**config.mk**
```make
export PLATFORM = sky130hd
export DESIGN_NAME = bht_predictor
export DESIGN_NICKNAME = d
export VERILOG_FILES = /design/src/rtl/bht_predictor.sv
export SDC_FILE = /design/constraint.sdc
export NUM_CORES = 1
export LEC_CHECK = 0
export BUFFER_PORTS_ARGS = -buffer_cell sky130_fd_sc_hd__buf_2
export CAP_MARGIN = 20
export CORE_MARGIN = 1
export CORE_UTILIZATION = 35
export CTS_CLUSTER_SIZE = 24
export DETAILED_ROUTE_END_ITERATION = 12
export SYNTH_ARGS = -nofsm -noshare
export SYNTH_HDL_FRONTEND = slang
export SYNTH_SLANG_ARGS = --single-unit
```
**constraint.sdc**
```tcl
create_clock -name clk -period 3.47 [get_ports clk]
set_input_delay 0 -clock clk [delete_from_list [all_inputs] [get_ports clk]]
set_output_delay 0 -clock clk [all_outputs]
set_load 0.005 [all_outputs]
```
**src/rtl/bht_predictor.sv**
```systemverilog
// Branch history table: one 2-bit saturating counter per entry, indexed by word PC.
// The prediction is read combinationally; resolved branches update the table and the accuracy counters.
module bht_predictor #(
  parameter int BHT_SIZE = 16,
  parameter int BHT_BITS = 4
) (
  input  logic        clk,
  input  logic        rst,
  input  logic [31:0] pc_IF,
  output logic        predict_taken,
  input  logic        update_en,
  input  logic [31:0] pc_ID,
  input  logic        actual_taken,
  input  logic        stats_clr,
  output logic [31:0] predictions_total,
  output logic [31:0] predictions_correct,
  output logic [31:0] predictions_wrong
);

  localparam logic [1:0]  CTR_WEAK_NT  = 2'd1;
  localparam logic [1:0]  CTR_MAX      = 2'd3;
  localparam logic [1:0]  CTR_MIN      = 2'd0;
  localparam logic [31:0] STATS_LIMIT  = 32'hFFFF_FFFF;

  logic [BHT_SIZE-1:0][1:0] bht_q, bht_d;
  logic [BHT_BITS-1:0]      idx_if_s, idx_id_s;
  logic [1:0]               old_ctr_s;
  logic                     pred_hit_s;
  logic                     stats_sat_s;
  logic [31:0]              total_q, total_d;
  logic [31:0]              correct_q, correct_d;
  logic [31:0]              wrong_q, wrong_d;
  logic                     unused_pc_bits_s;

  assign idx_if_s         = pc_IF[BHT_BITS+1:2];
  assign idx_id_s         = pc_ID[BHT_BITS+1:2];
  assign unused_pc_bits_s = ^{pc_IF[31:BHT_BITS+2], pc_IF[1:0], pc_ID[31:BHT_BITS+2], pc_ID[1:0]};

  // No bypass: a same-cycle update to the queried entry shows up one cycle later.
  assign predict_taken = bht_q[idx_if_s][1];

  assign old_ctr_s   = bht_q[idx_id_s];
  assign pred_hit_s  = (old_ctr_s[1] == actual_taken);
  assign stats_sat_s = (total_q == STATS_LIMIT);

  assign predictions_total   = total_q;
  assign predictions_correct = correct_q;
  assign predictions_wrong   = wrong_q;

  // Saturating counter update of the resolved branch's entry.
  always_comb begin
    bht_d = bht_q;
    if (update_en) begin
      if (actual_taken) begin
        if (old_ctr_s != CTR_MAX) begin
          bht_d[idx_id_s] = old_ctr_s + 2'd1;
        end else begin
          bht_d[idx_id_s] = old_ctr_s;
        end
      end else begin
        if (old_ctr_s != CTR_MIN) begin
          bht_d[idx_id_s] = old_ctr_s - 2'd1;
        end else begin
          bht_d[idx_id_s] = old_ctr_s;
        end
      end
    end else begin
      bht_d = bht_q;
    end
  end

  // Accuracy counters; they freeze together at the limit so total == correct + wrong always holds.
  always_comb begin
    total_d   = total_q;
    correct_d = correct_q;
    wrong_d   = wrong_q;
    if (stats_clr) begin
      total_d   = 32'd0;
      correct_d = 32'd0;
      wrong_d   = 32'd0;
    end else if (update_en && !stats_sat_s) begin
      total_d = total_q + 32'd1;
      if (pred_hit_s) begin
        correct_d = correct_q + 32'd1;
      end else begin
        wrong_d = wrong_q + 32'd1;
      end
    end else begin
      total_d = total_q;
    end
  end

  // State registers with asynchronous active-low reset.
  always_ff @(posedge clk or negedge rst) begin
    if (!rst) begin
      bht_q     <= {BHT_SIZE{CTR_WEAK_NT}};
      total_q   <= 32'd0;
      correct_q <= 32'd0;
      wrong_q   <= 32'd0;
    end else begin
      bht_q     <= bht_d;
      total_q   <= total_d;
      correct_q <= correct_d;
      wrong_q   <= wrong_d;
    end
  end

endmodule

```
Yosys cells after proc, flatten, opt, wreduce, memory -nomap -nowiden
Index checks and enable logic that the tools add are counted.
{"block": "totals", "regBits": 128, "input_bits": 69, "out_inout_bits": 97, "elab_cells": 59}
{"block": "op_classes", "n_addsub": 5, "n_eq_ne": 4, "reduce_logical": 8, "magnitude_cmp": 3, "muxes": 20}
{"cell": "32-bit 2-to-1 mux", "count": 11}
{"cell": "32-bit by 1-bit adder with 32-bit output (second input constant)", "count": 3}
{"cell": "32-bit bitwise mux", "count": 3}
{"cell": "32-bit == test (second input constant)", "count": 1}
{"cell": "2-bit binary-select mux with 4-bit select", "count": 2}
{"cell": "4-bit by 5-bit < comparator with 1-bit output (second input constant)", "count": 2}
{"cell": "2-bit demux with 4-bit select", "count": 1}
{"cell": "2-bit 2-to-1 mux", "count": 3}
{"cell": "2-bit nonzero test", "count": 3}
{"cell": "4-bit by 1-bit greater-or-equal comparator with 1-bit output (second input constant)", "count": 1}
{"cell": "2-bit != test (second input constant)", "count": 2}
{"cell": "2-bit AND reduction", "count": 2}
{"cell": "2-bit by 1-bit adder with 2-bit output (second input constant)", "count": 1}
{"cell": "1-bit logical AND", "count": 2}
{"cell": "2-bit by 1-bit subtractor with 2-bit output (second input constant)", "count": 1}
{"cell": "1-bit == test", "count": 1}
{"cell": "1-bit zero test", "count": 1}

Longest topological paths before layout
Gate-level depths: netlist of the first run.
{"block": "depth", "ltp_word": 7, "depth_mapped": 13, "depth_no_buf": 10}

Worst setup path before layout of the first run
Ideal clock, no wire load.
{"block": "synth_path", "path_kind": "reg-to-reg", "start": "register bht_q[22] (netlist bit)", "end": "register bht_q[11] (netlist bit)", "path_slack_ns": 0.852, "period_less_slack_ns": 2.618, "setup_time_ns": 0.125, "path_stages_with_launch": 11, "arrival_ns": 2.493, "path_buffers": 1, "required_time_ns": 3.345, "path_cell_list": "dfstp_2 mux4_2 mux2_2 o21ai_1 inv_1 ha_1 nand2b_1 a311oi_1 a31oi_1 clkbuf_1 mux2_2"}
{"block": "synth_between", "elab_chain_len": 6, "word_cells_on_any_way": 11, "cone_classes": "add/sub: 2; eq/ne: 1; mux: 7; reduce/logical: 1"}
{"item": "from (decl)", "line_no": "25", "text": "logic [BHT_SIZE-1:0][1:0] bht_q, bht_d;"}
{"item": "from (signal assigned)", "line_no": "96", "text": "bht_q <= {BHT_SIZE{CTR_WEAK_NT}};"}
{"item": "from (signal assigned)", "line_no": "101", "text": "bht_q <= bht_d;"}
{"item": "2-bit binary-select mux with 4-bit select *", "line_no": "42", "text": "assign old_ctr_s = bht_q[idx_id_s];"}
{"item": "2-bit 2-to-1 mux (not written as such) *", "line_no": "42"}
{"item": "2-bit by 1-bit subtractor with 2-bit output / 2-bit by 1-bit adder with 2-bit output (equally long branches)", "line_no": "62, 56"}
{"item": "32-bit bitwise mux (on tied branches)", "line_no": "62, 56"}
{"item": "32-bit 2-to-1 mux (on tied branches)", "line_no": "61, 55"}
{"item": "32-bit 2-to-1 mux *", "line_no": "54", "text": "if (actual_taken) begin"}
Every way passes the cells marked *; elsewhere a longest branch is shown, timed or not. The select of a mux whose other input is x is not followed.
A chain may end at the register's enable or synchronous reset.

Final worst setup path of the first run
{"block": "layout_path", "start": "register bht_q[23] (netlist bit)", "end": "register wrong_q[9], in the netlist predictions_wrong[9]"}
{"block": "layout_between", "elab_chain_len": 5}
{"item": "2-bit binary-select mux with 4-bit select", "line_no": "42"}
{"item": "2-bit 2-to-1 mux (not written as such)", "line_no": "42"}
{"item": "1-bit == test", "line_no": "43", "text": "assign pred_hit_s = (old_ctr_s[1] == actual_taken);"}
{"item": "2-bit != test (no line)"}
{"item": "2-bit AND reduction (no line)"}
{"item": "to (signal assigned)", "line_no": "104", "text": "wrong_q <= wrong_d;"}
{"item": "to (decl)", "line_no": "32", "text": "logic [31:0] wrong_q, wrong_d;"}
No other way between the ends. The select of a mux whose other input is x is not followed.

==> results by group, run 1 <==
Route
  – Post-route ant nets: 0
  – Routed len/inst: 16.32 um
  – Vias/cell: 5.544
  – WL final: 18.07 mm
  – Vias: around 6100
  – Drt pass-1 iters: 5
  – Residual DRC: 0
  – Iter 0 DRT Violations: 352

Global route
  – Largest net degree at the start of global routing: 88
  – Overflow after GRT: 0
  – Global-route wire length before repair: approximately 29 mm
  – Total track usage: 0.1784
  – Number of global-route vias before repair: ~5500
  – Antenna violations before repair: 0

Yosys
  – Synth top area share: 0.3929
  – Multiplexer share of the synthesized area: 0.1049
  – Simple-Gate Fraction of Synth Area: 0.2384
  – Synth unique cells: 51
  – Post-Synth XOR/XNOR Area: 0.02701
  – Adder-cell share of the synthesized area: 0.008770
  – Post-synth top area cell: dfrtp_1
  – Largest cells by area after synthesis: dfrtp_1, dfstp_2, mux2_2
  – Most common cell in the netlist: dfrtp_1
  – Main synth FF type: dfrtp_1
  – Synth Register Bits: between 100 and 150
  – Mapped Area: 0.007133 mm^2
  – Syn avg cell area: 9.705 um^2
  – Warnings from Yosys: 0
  – Synth Area in Compound Gates: 0.1296
  – Leading cell types by count after synthesis: dfrtp_1, a21oi_1, nor2_1
  – Async set-reset flop share out of synthesis: 1.000
  – Seq/Total Area, Yosys: 0.4519
  – Post-synth net total: 809
  – EDFF count, synth: 0
  – Largest family of logic cells by synthesized area: simple AND/OR/NAND/NOR gates
  – Cells after Synth: 735

Clocking
  – Num CTS Buffers: 17
  – Post-CTS Resized: 0
  – CTS tree: yes
  – Clk slew on worst S/H paths: 0.06 ns
  – CTS Sinks: 128
  – CTS root buf: clkbuf_16
  – Max clock buf depth: 2
  – H-tree depth: 4
  – Worst-Skew Late Latency: 0.42 ns

Placement
  – PortBufs: ~110
  – Post-DP HPWL: 12.21 mm
  – Pre-CTS WS: 0.5397 ns
  – GPL Wtd Cong: 0.7782

Die
  – Num ports: approximately 170
  – Initial Utilization: 0.3618
  – DIE AREA: 0.02096 mm^2
  – CORE AREA: 0.01972 mm^2
  – Die Y: 144.8 um
  – FP Rows: 51
  – Die X: ~140 um

Power
  – Internal Pwr Total: approximately 3.4 mW
  – P_sw: roughly 1.3 mW
  – Leakage power: 3.541 nW
  – Sequential Power Share: 0.406
  – Pwr Total: between 4 and 5 mW
  – Total power per unit cell area: 542.2 mW/mm^2
  – Comb pwr share: 0.184
  – Peak supply drop: 290.2 uV
  – Switching part of the total: 0.2763
  – Clock share of power: 0.409

Timing
  – Max-slew violations: 0
  – Setup_tns: 0 ns
  – Max transition margin: 0.3676
  – Final period demand of the worst path: between 2 and 3 ns
  – Fin. Hold Viols: 0
  – Hold_ws: 0.1427 ns
  – Final worst-path setup slack: 0.5873 ns
  – Final Setup Violations: 0
  – Fmax: between 300 and 400 MHz
  – Clock skew: 0.009117 ns
  – Period utilization: 0.8307
  – RSZ-0062 raised after global routing: false
  – Least-Margin Pin Slew: 0.9486 ns

Cells and area
  – Share of post-route cells with drive strength above 1: 0.2720
  – Final antenna diode count: 0
  – # fillers: around 1900
  – Layout area overhead: 19.89%
  – Final net count: 903
  – Finished Core Util: 0.4337

Flow run
  – Maxcap violations: 0

Worst setup path
  – WS Path Type: reg -> reg
  – Crit end category: flip-flop
  – CP arrival: approximately 3.2 ns
  – Reg-to-reg critical path endpoint: predictions_wrong[9]$_DFFE_PN0P_
  – CP required: 3.77 ns
  – FF-to-FF path depth: 6
  – Reg2reg setup slack: about 0.59 ns
  – R2r startpoint: bht_q[23]$_DFFE_PN0P_
  – Critical path peak fanout: 62
  – Startpoint type of the worst setup path: flip-flop

Outcome
  – Outcome: completed

Hold path
  – Hold Crit Class: in -> async
flip-flops by register name, summed over array words and instances (netlist names):
name                 count
bht_q                   32
predictions_wrong       32
predictions_total       32
predictions_correct     32
power by group through the flow:
stage | clock (mW) | sequential, mW | combinational, mW
2_1_floorplan | 0 | 1.86 | 0.656
3_3_place_gp | 0 | 1.90 | 0.859
3_5_place_dp | 0 | 1.91 | 0.869
4_1_cts | 1.94 | 1.88 | 0.870
5_1_grt | 2.00 | 1.91 | 0.947
6_report | 1.90 | 1.88 | 0.855
stage by stage:
stage | instances | instance area, um^2
finish | 1107 | 8552
global route | 1107 | 8552
CTS | 1107 | 8552
detailed placement | 1074 | 7924
global placement | 1074 | 7924
floorplan | 735 | 7133
per-layer routing:
layer  vias up  track usage  wire length (um)
li1       2957            -                 -
met1      3018       0.2427              8640
met3        18      0.03225               698
met5         -            0                 0
met2       144       0.2809              8419
met4         0      0.06925               310
critical path: stages, from the launching register on:
cell and delay [ns]:
dfrtp_1 0.37, mux2i_1 0.08, mux4_2 0.53, mux2_4 0.34
or3_4 0.63, nor4b_1 0.42, mux2_1 0.35
kinds of logic after synthesis:
| logic type | count (synthesis) |
|---|---|
| multiplexers | 57 |
| buffers and inverters | 66 |
| XOR/XNOR | 22 |
| flip-flops | 128 |
| AND/OR/NAND/NOR | 304 |
| AO/OA/AOI/OAI | 153 |
| adder cells (fa/ha/maj) | 5 |
worst max-delay path by stage:
stage                                     start                          endpoint  cells after the start
final                     bht_q[23]$_DFFE_PN0P_  predictions_wrong[9]$_DFFE_PN0P_                      6
after detailed placement               pc_ID[3]  predictions_wrong[9]$_DFFE_PN0P_                      7
after global routing      bht_q[23]$_DFFE_PN0P_  predictions_wrong[9]$_DFFE_PN0P_                      6
after global placement                 pc_ID[3]  predictions_wrong[9]$_DFFE_PN0P_                      7
after CTS                 bht_q[23]$_DFFE_PN0P_  predictions_wrong[9]$_DFFE_PN0P_                      6
after floorplan           bht_q[22]$_DFFE_PN1P_             bht_q[11]$_DFFE_PN0P_                     10
timing repair:
item	in CTS	in global routing
hold buffers	1	0
endpoints found under the hold margin	46	0
buffers inserted	0	0
layout by cell type (no fill, tap or decap), types with 10 or more instances in the layout:
master and instances:
dfrtp_1 112, buf_2 107, a21oi_1 69, nor2_1 50, nand3_1 41, or4_1 41
o31ai_1 39, mux2_2 37, nand2_1 37, nand4_1 32, o21ai_0 29, or3_1 28
buf_4 18, clkbuf_16 17, nor3_1 16, dfstp_2 16, inv_1 15, xnor2_1 13
mux4_2 10, nand2b_1 10, and3_1 10
area by class of cell:
class	instances	area [um^2]	share of cell area
Multi-Input combinational cell	541	3642	0.4259
Sequential cell	128	3223	0.3769
Timing Repair Buffer	126	680.7	0.07959
Clock buffer	18	429.2	0.05018
Tap cell	265	331.6	0.03877
Clock inverter	14	188.9	0.02209
Inverter	15	56.30	0.006584
Power figures use the tool's default switching activity.
==> inputs of run 2 (changes only) <==
--- a/config.mk
+++ b/config.mk
@@ -5,6 +5,7 @@
 export SDC_FILE = /design/constraint.sdc
 export NUM_CORES = 1
 export LEC_CHECK = 0
+export ABC_AREA = 1
 export BUFFER_PORTS_ARGS = -buffer_cell sky130_fd_sc_hd__buf_2
 export CAP_MARGIN = 20
 export CORE_MARGIN = 1
==> constraint.sdc (replaced) <==
create_clock -name clk -period 2.5 [get_ports clk]
set_input_delay 0 -clock clk [delete_from_list [all_inputs] [get_ports clk]]
set_output_delay 0 -clock clk [all_outputs]
set_load 0.005 [all_outputs]
==> run 2 against run 1 <==
Net effect: register-to-register slack got worse by 0.34 ns; critical endpoint is now predictions_wrong[12]$_DFFE_PN0P_; wire length increased by 51%; count of clock-buffer cells in the layout is 2 higher; final area up 22%; utilization is 1.7 points lower; first-iteration DRC count grew 83%; synthesized cell count up 90%; the flow now finishes with violations (DRC); die area rose by 25%.
==> results by group, run 2 <==
Outcome
  – Outcome: complete, but fails checks (was completed)
  – Failing checks: DRC

Worst setup path
  – Reg2reg setup slack: 0.25 ns (was 0.59 ns)
  – WS Path Type: reg -> reg (unchanged)
  – Crit path to: predictions_wrong[12]$_DFFE_PN0P_ (was predictions_wrong[9]$_DFFE_PN0P_)
  – FF-to-FF path depth: 11 (was 6)
  – CP required: 2.86 ns (was 3.77 ns)
  – Startpoint type of the worst setup path: flip-flop (unchanged)
  – R2r startpoint: predictions_total[1]$_DFFE_PN0P_ (was bht_q[23]$_DFFE_PN0P_)
  – CP arrival: 2.61 ns (was 3.19 ns)
  – Critical path peak fanout: 32 (was 62)
  – Critical Path Start: predictions_total[1]$_DFFE_PN0P_ (was bht_q[23]$_DFFE_PN0P_)
  – Reg-to-reg critical path endpoint: predictions_wrong[12]$_DFFE_PN0P_ (was predictions_wrong[9]$_DFFE_PN0P_)
  – Crit end category: flip-flop (unchanged)

Yosys
  – Synth Register Bits: 128 (unchanged)
  – Syn avg cell area: 6.412 um^2 (was 9.705 um^2)
  – Leading cell types by count after synthesis: nand2_1, nor2_1, nand3_1, inv_1, dfrtp_1 (was dfrtp_1, a21oi_1, nor2_1)
  – Post-synth top area cell: dfrtp_1 (unchanged)
  – Post-synth net total: 1467 (was 809)
  – Most common cell in the netlist: nand2_1 (was dfrtp_1)
  – EDFF count, synth: 0 (unchanged)
  – Synth unique cells: 40 (was 51)
  – Async set-reset flop share out of synthesis: 1.000 (unchanged)
  – Warnings from Yosys: 0 (unchanged)
  – Cells after Synth: 1393 (was 735)
  – Synth top area share: 0.3138 (was 0.3929)
  – Mapped Area: 0.008932 mm^2 (was 0.007133 mm^2)
  – Main synth FF type: dfrtp_1 (unchanged)
  – Largest cells by area after synthesis: dfrtp_1, nand2_1, nor2_1 (was dfrtp_1, dfstp_2, mux2_2)
  – Seq/Total Area, Yosys: 0.3608 (was 0.4519)

Timing
  – RSZ-0062 raised after global routing: false (unchanged)
  – Least-Margin Pin Slew: 0.8569 ns (was 0.9486 ns)
  – Hold_ws: 0.04852 ns (was 0.1427 ns)
  – Setup_tns: 0 ns (unchanged)
  – Clock skew: 0.01212 ns (was 0.009117 ns)
  – Fin. Hold Viols: 0 (unchanged)
  – Max-slew violations: 0 (unchanged)
  – Final Setup Violations: 0 (unchanged)
  – Fmax: 444.2 MHz (was 346.9 MHz)
  – Period utilization: 0.9006 (was 0.8307)
  – Final worst-path setup slack: 0.2486 ns (was 0.5873 ns)
  – Max transition margin: 0.4288 (was 0.3676)
  – Final period demand of the worst path: 2.251 ns (was 2.883 ns)

Global route
  – Grt met3 use: 0.03371 (was 0.03225)
  – Largest net degree at the start of global routing: 87 (was 88)
  – GR peak layer: met2 (unchanged)
  – Number of global-route vias before repair: 8793 (was 5528)
  – Met2 usage: 0.3527 (was 0.2809)
  – Antenna violations before repair: 0 (unchanged)
  – Global-route wire length before repair: 45.79 mm (was 28.92 mm)
  – Total track usage: 0.2177 (was 0.1784)
  – Overflow after GRT: 0 (unchanged)
  – Met1 Track Usage GR: 0.3003 (was 0.2427)

Cells and area
  – Commonest non-fill, non-tap cell in the layout: nand2_1 (was dfrtp_1)
  – Share of post-route cells with drive strength above 1: 0.1361 (was 0.2720)
  – Layout area overhead: 17.02% (was 19.89%)
  – Final net count: 1575 (was 903)
  – Final antenna diode count: 0 (unchanged)
  – Post-Layout Cell Count: 1844 (was 1107)
  – Finished Core Util: 0.4163 (was 0.4337)
  – Leading cell types in the layout, fill and taps excluded: nand2_1, nor2_1, nand3_1, inv_1, dfrtp_1 (was dfrtp_1, buf_2, a21oi_1, nor2_1)
  – Post-route design area: 0.01045 mm^2 (was 0.008552 mm^2)
  – # fillers: 2731 (was 1929)

Power
  – Pwr Total: 6.183 mW (was 4.637 mW)
  – Total power per unit cell area: 591.6 mW/mm^2 (was 542.2 mW/mm^2)
  – Leakage power: 5.104 nW (was 3.541 nW)
  – Peak supply drop: 308.0 uV (was 290.2 uV)

Clocking
  – CTS Sinks: 128 (unchanged)
  – Worst-Skew Late Latency: 0.42 ns (about the same)
  – H-tree depth: 4 (unchanged)
  – Post-CTS setup repair buffer count: 0 (unchanged)
  – CTS tree: yes (unchanged)
  – Max clock buf depth: 2 (unchanged)
  – CTS root buf: clkbuf_16 (unchanged)
  – Num CTS Buffers: 17 (unchanged)
  – Clk slew on worst S/H paths: 0.06 ns (about the same)

Route
  – Iter 0 DRT Violations: 645 (was 352)
  – Drt pass-1 iters: 9 (was 5)
  – WL final: 27.33 mm (was 18.07 mm)
  – Residual DRC: 1 (was 0)
  – Vias: 9241 (was 6137)
  – Vias/cell: 5.011 (was 5.544)
  – Routed len/inst: 14.82 um (was 16.32 um)
  – Post-route ant nets: 0 (unchanged)

Placement
  – GPL Wtd Cong: 0.9360 (was 0.7782)
  – Post-DP HPWL: 19.66 mm (was 12.21 mm)
  – PortBufs: 109 (unchanged)
  – Dpl cells: 1810 (was 1074)
  – Pre-CTS WS: 0.1492 ns (was 0.5397 ns)
  – DP Area: 0.009858 mm^2 (was 0.007924 mm^2)

Flow run
  – Maxcap violations: 0 (unchanged)

Die
  – Num ports: 166 (unchanged)
  – FP Rows: 58 (was 51)
  – Initial Utilization: 0.3557 (was 0.3618)
  – Die Y: 161.8 um (was 144.8 um)
  – DIE AREA: 0.02616 mm^2 (was 0.02096 mm^2)
  – CORE AREA: 0.02511 mm^2 (was 0.01972 mm^2)
  – Die X: 161.8 um (was 144.8 um)

Hold path
  – Hold Crit Class: in -> reg (was in -> async)
-- run 2: cell families after synthesis --
kind of cell	after synthesis	share of synthesized area
AND/OR/NAND/NOR	959	0.4526
buffers and inverters	177	0.08377
flip-flops	128	0.3608
AO/OA/AOI/OAI	76	0.04833
XOR/XNOR	45	0.04412
adder cells (fa/ha/maj)	5	0.007004
multiplexers	3	0.003362
-- run 2: how the worst min path moves through the flow --
stage / cells past startpoint / slack (ns) / to / from
after global placement: 1 / 0.16 / bht_q[31]$_DFFE_PN0P_ / rst
final: 4 / 0.05 / bht_q[10]$_DFFE_PN1P_ / update_en
after global routing: 4 / 0.07 / bht_q[20]$_DFFE_PN1P_ / update_en
after detailed placement: 1 / 0.15 / predictions_total[4]$_DFFE_PN0P_ / rst
after CTS: 4 / 0.03 / bht_q[10]$_DFFE_PN1P_ / update_en
after floorplan: 0 / -0.30 / bht_q[11]$_DFFE_PN0P_ / rst
-- run 2: critical path, stage by stage (launching register included) --
cell and delay, ns:
dfrtp_1 0.39, ha_1 0.21, and3_1 0.29, nand2_1 0.12, nor2_1 0.19, nand2_1 0.09
nand2_1 0.11, buf_4 0.15, nand2_4 0.11, nand2_4 0.35, nand2_1 0.11, nand2_1 0.07
-- run 2: final cells by class --
| cell class | count | area [um^2] | area share |
|---|---|---|---|
| sequential | 128 | 3223 | 0.3084 |
| tap | 330 | 412.9 | 0.03950 |
| clock inverter | 12 | 111.4 | 0.01065 |
| inverter | 131 | 491.7 | 0.04704 |
| timing repair buffer | 135 | 793.3 | 0.07589 |
| clock buffer | 20 | 456.7 | 0.04369 |
| multi-input combinational | 1088 | 4964 | 0.4749 |
-- run 2: timing repair --
action | 4_1_cts | 5_1_grt
endpoints found under the setup margin | 0 | 17
gates resized for setup | 0 | 2
hold buffers | 2 | 0
hold endpoints to repair | 72 | 0
-- run 2: routing by layer --
metal	vias to the layer above	routed length [um]
met2	221	12570
met4	0	405
li1	4648	-
met3	30	1302
met1	4342	13040
met5	-	0
-- run 2: where the power goes --
| group | switching [mW] | total, mW | internal [mW] |
|---|---|---|---|
| Combinational | 0.833 | 1.25 | 0.421 |
| Sequential | 0.168 | 2.51 | 2.34 |
| Clock | 0.997 | 2.42 | 1.42 |
==> inputs of run 3 (changes only) <==
--- a/config.mk
+++ b/config.mk
@@ -10,7 +10,6 @@
 export CAP_MARGIN = 20
 export CORE_MARGIN = 1
 export CORE_UTILIZATION = 35
-export CTS_CLUSTER_SIZE = 24
 export DETAILED_ROUTE_END_ITERATION = 12
 export SYNTH_ARGS = -nofsm -noshare
 export SYNTH_HDL_FRONTEND = slang
==> constraint.sdc (replaced) <==
create_clock -name clk -period 2.7 [get_ports clk]
set_input_delay 0 -clock clk [delete_from_list [all_inputs] [get_ports clk]]
set_output_delay 0 -clock clk [all_outputs]
set_load 0.005 [all_outputs]
==> run 3 against run 2 <==
Net effect: the run still ends with DRC left; largest power group is now clock; count of clock-buffer cells in the layout decreased by 3; power is 6.8% lower; sequential power is 7% lower; global-route usage grew 0.22 points; clock skew is essentially flat; fmax down 6.4%; worst setup slack improved by 0.047 ns; critical endpoint is now predictions_wrong[16]$_DFFE_PN0P_; highest routed layer unchanged; flip-flop and latch count did not move.
==> results by group, run 3 (synthesized netlist as in run 2, its figures left out) <==
Power
  – Leakage power: 5.072 nW (was 5.104 nW)
  – Pwr Total: 5.764 mW (was 6.183 mW)
  – Peak supply drop: 269.9 uV (was 308.0 uV)
  – Total power per unit cell area: 553.5 mW/mm^2 (was 591.6 mW/mm^2)

Route
  – Vias: 9178 (was 9241)
  – Post-route ant nets: 0 (unchanged)
  – WL met3: 1.495 mm (was 1.302 mm)
  – Residual DRC: 1 (unchanged)
  – WL met1: 13.33 mm (was 13.04 mm)
  – WL final: 27.52 mm (was 27.33 mm)
  – Max layer used: met4 (unchanged)
  – Iter 0 DRT Violations: 681 (was 645)
  – Routed len/inst: 14.96 um (was 14.82 um)
  – Drt pass-1 iters: 9 (unchanged)
  – WL met2: 12.29 mm (was 12.57 mm)
  – Vias/cell: 4.991 (was 5.011)

Cells and area
  – Layout area overhead: 16.58% (was 17.02%)
  – Final antenna diode count: 0 (unchanged)
  – Leading cell types in the layout, fill and taps excluded: nand2_1, nor2_1, nand3_1, inv_1, dfrtp_1 (unchanged)
  – Commonest non-fill, non-tap cell in the layout: nand2_1 (unchanged)
  – Final net count: 1570 (was 1575)
  – Share of post-route cells with drive strength above 1: 0.1332 (was 0.1361)

Worst setup path
  – WS Path Type: reg -> reg (unchanged)
  – CP arrival: 2.77 ns (was 2.61 ns)
  – Critical path's most frequent cell: nand2_1 (unchanged)
  – Crit path to: predictions_wrong[16]$_DFFE_PN0P_ (was predictions_wrong[12]$_DFFE_PN0P_)
  – FF-to-FF path depth: 10 (was 11)
  – Critical path peak fanout: 33 (was 32)
  – CP required: 3.06 ns (was 2.86 ns)
  – Worst-path cell chain: ha_1 -> and3_1 -> nand2_1 -> nor2_1 -> nand2_1 -> nand2_1 -> nand2_4 -> nand2_4 -> nand2_1 -> nand2_1 (was ha_1 -> and3_1 -> nand2_1 -> nor2_1 -> nand2_1 -> nand2_1 -> buf_4 -> nand2_4 -> nand2_4 -> nand2_1 -> nand2_1)
  – Reg2reg setup slack: 0.30 ns (was 0.25 ns)
  – Slowest cell delay on critical path: 0.42 ns (was 0.39 ns)
  – Crit end category: flip-flop (unchanged)
  – R2r startpoint: predictions_total[1]$_DFFE_PN0P_ (unchanged)
  – Reg-to-reg critical path endpoint: predictions_wrong[16]$_DFFE_PN0P_ (was predictions_wrong[12]$_DFFE_PN0P_)
  – Critical Path Start: predictions_total[1]$_DFFE_PN0P_ (unchanged)
  – Startpoint type of the worst setup path: flip-flop (unchanged)
  – Slowest cell on crit path: nand2_4 (was dfrtp_1)

Clocking
  – CTS tree: yes (unchanged)
  – CTS root buf: clkbuf_16 (unchanged)
  – Worst-Skew Late Latency: 0.44 ns (was 0.42 ns)
  – Num CTS Buffers: 17 (unchanged)
  – CTS Sinks: 128 (unchanged)
  – Max clock buf depth: 2 (unchanged)
  – Clk slew on worst S/H paths: 0.07 ns (was 0.06 ns)
  – H-tree depth: 4 (unchanged)

Timing
  – Period utilization: 0.8904 (was 0.9006)
  – Setup_tns: 0 ns (unchanged)
  – Hold_ws: 0.01834 ns (was 0.04852 ns)
  – Fmax: 415.9 MHz (was 444.2 MHz)
  – Max transition margin: 0.4114 (was 0.4288)
  – Max-slew violations: 0 (unchanged)
  – Final period demand of the worst path: 2.404 ns (was 2.251 ns)
  – RSZ-0062 raised after global routing: false (unchanged)
  – Fin. Hold Viols: 0 (unchanged)
  – Final Setup Violations: 0 (unchanged)
  – Clock skew: 0.01235 ns (was 0.01212 ns)
  – Least-Margin Pin Slew: 0.8829 ns (was 0.8569 ns)

Die
  – Die Y: 161.8 um (unchanged)
  – Initial Utilization: 0.3557 (unchanged)
  – Num ports: 166 (unchanged)
  – CORE AREA: 0.02511 mm^2 (unchanged)
  – Die X: 161.8 um (unchanged)
  – FP Rows: 58 (unchanged)
  – DIE AREA: 0.02616 mm^2 (unchanged)

Global route
  – Global-route wire length before repair: 45.82 mm (was 45.79 mm)
  – Overflow after GRT: 0 (unchanged)
  – Antenna violations before repair: 0 (unchanged)
  – Largest net degree at the start of global routing: 92 (was 87)
  – Number of global-route vias before repair: 8748 (was 8793)
  – Total track usage: 0.2199 (was 0.2177)

Flow run
  – Maxcap violations: 0 (unchanged)

Placement
  – PortBufs: 109 (unchanged)
  – Post-DP HPWL: 19.61 mm (was 19.66 mm)
  – GPL Wtd Cong: 0.9482 (was 0.9360)

Outcome
  – Failing checks: DRC (unchanged)
  – Outcome: complete, but fails checks (unchanged)

Hold path
  – Hold Crit Class: in -> reg (unchanged)
## run 3: cell count changes in the layout (fill, tap and decap cells not counted), sizes merged
cell and delta:
buf -6, bufinv +1, clkbuf -3, clkinv -3, clkinvlp +2, dlygate4sd3 +1
inv +3
## run 3: how the worst min path moves through the flow
stage | start | end | cells past startpoint
global placement | rst | predictions_total[4]$_DFFE_PN0P_ | 1
floorplan | rst | bht_q[11]$_DFFE_PN0P_ | 0
detailed placement | rst | predictions_total[4]$_DFFE_PN0P_ | 1
CTS | update_en | bht_q[10]$_DFFE_PN1P_ | 4
global route | update_en | bht_q[6]$_DFFE_PN1P_ | 4
finish | update_en | bht_q[10]$_DFFE_PN1P_ | 4
## run 3: what timing repair did
action | 4_1_cts | 5_1_grt
buffers inserted | 0 | 0
endpoints found under the setup margin | 0 | 8
hold buffers | 3 | 0
hold endpoints to repair | 78 | 0
resized for setup | 0 | 2
## run 3: final cells by class
class                   count  area, um^2
fillers                  2738       14700
clock inverters            15       160.2
flip-flops and latches    128        3223
multi-input cells        1088        4971
repair buffers            130       729.5
inverters                 131       491.7
clock buffers              17       425.4
well taps                 330       412.9
## run 3: per-stage QoR
stage                     utilization  cells  worst slack [ns]  cell area [um^2]
after floorplan                     -   1393            0.8013              8932
after global placement         0.3898   1804            0.3367              9788
after detailed placement       0.3898   1804            0.2970              9788
after CTS                      0.4143   1839            0.2632             10400
after global routing           0.4147   1839           0.03728             10410
final                          0.4147   1839            0.2958             10410
## run 3: worst max-delay path, delay by kind of cell (launching register included)
| family | cells | cell delay [ns] |
|---|---|---|
| and+or+nand+nor | 9 | 1.71 |
| DFF | 1 | 0.40 |
| adders and majority gates | 1 | 0.21 |
## run 3: power by group
part,switching [mW],internal [mW],leakage [nW],total (mW)
clock network,0.982,1.37,0.273,2.35
logic,0.750,0.336,3.11,1.09
registers,0.161,2.17,1.69,2.33
total,1.89,3.87,5.07,5.76
## run 3: per-layer routing
metal  vias to the layer above  global-route usage
met5                         -                   0
met4                         0             0.06732
met3                        30             0.04086
met2                       264              0.3446
met1                      4232              0.3061
li1                       4652                   -
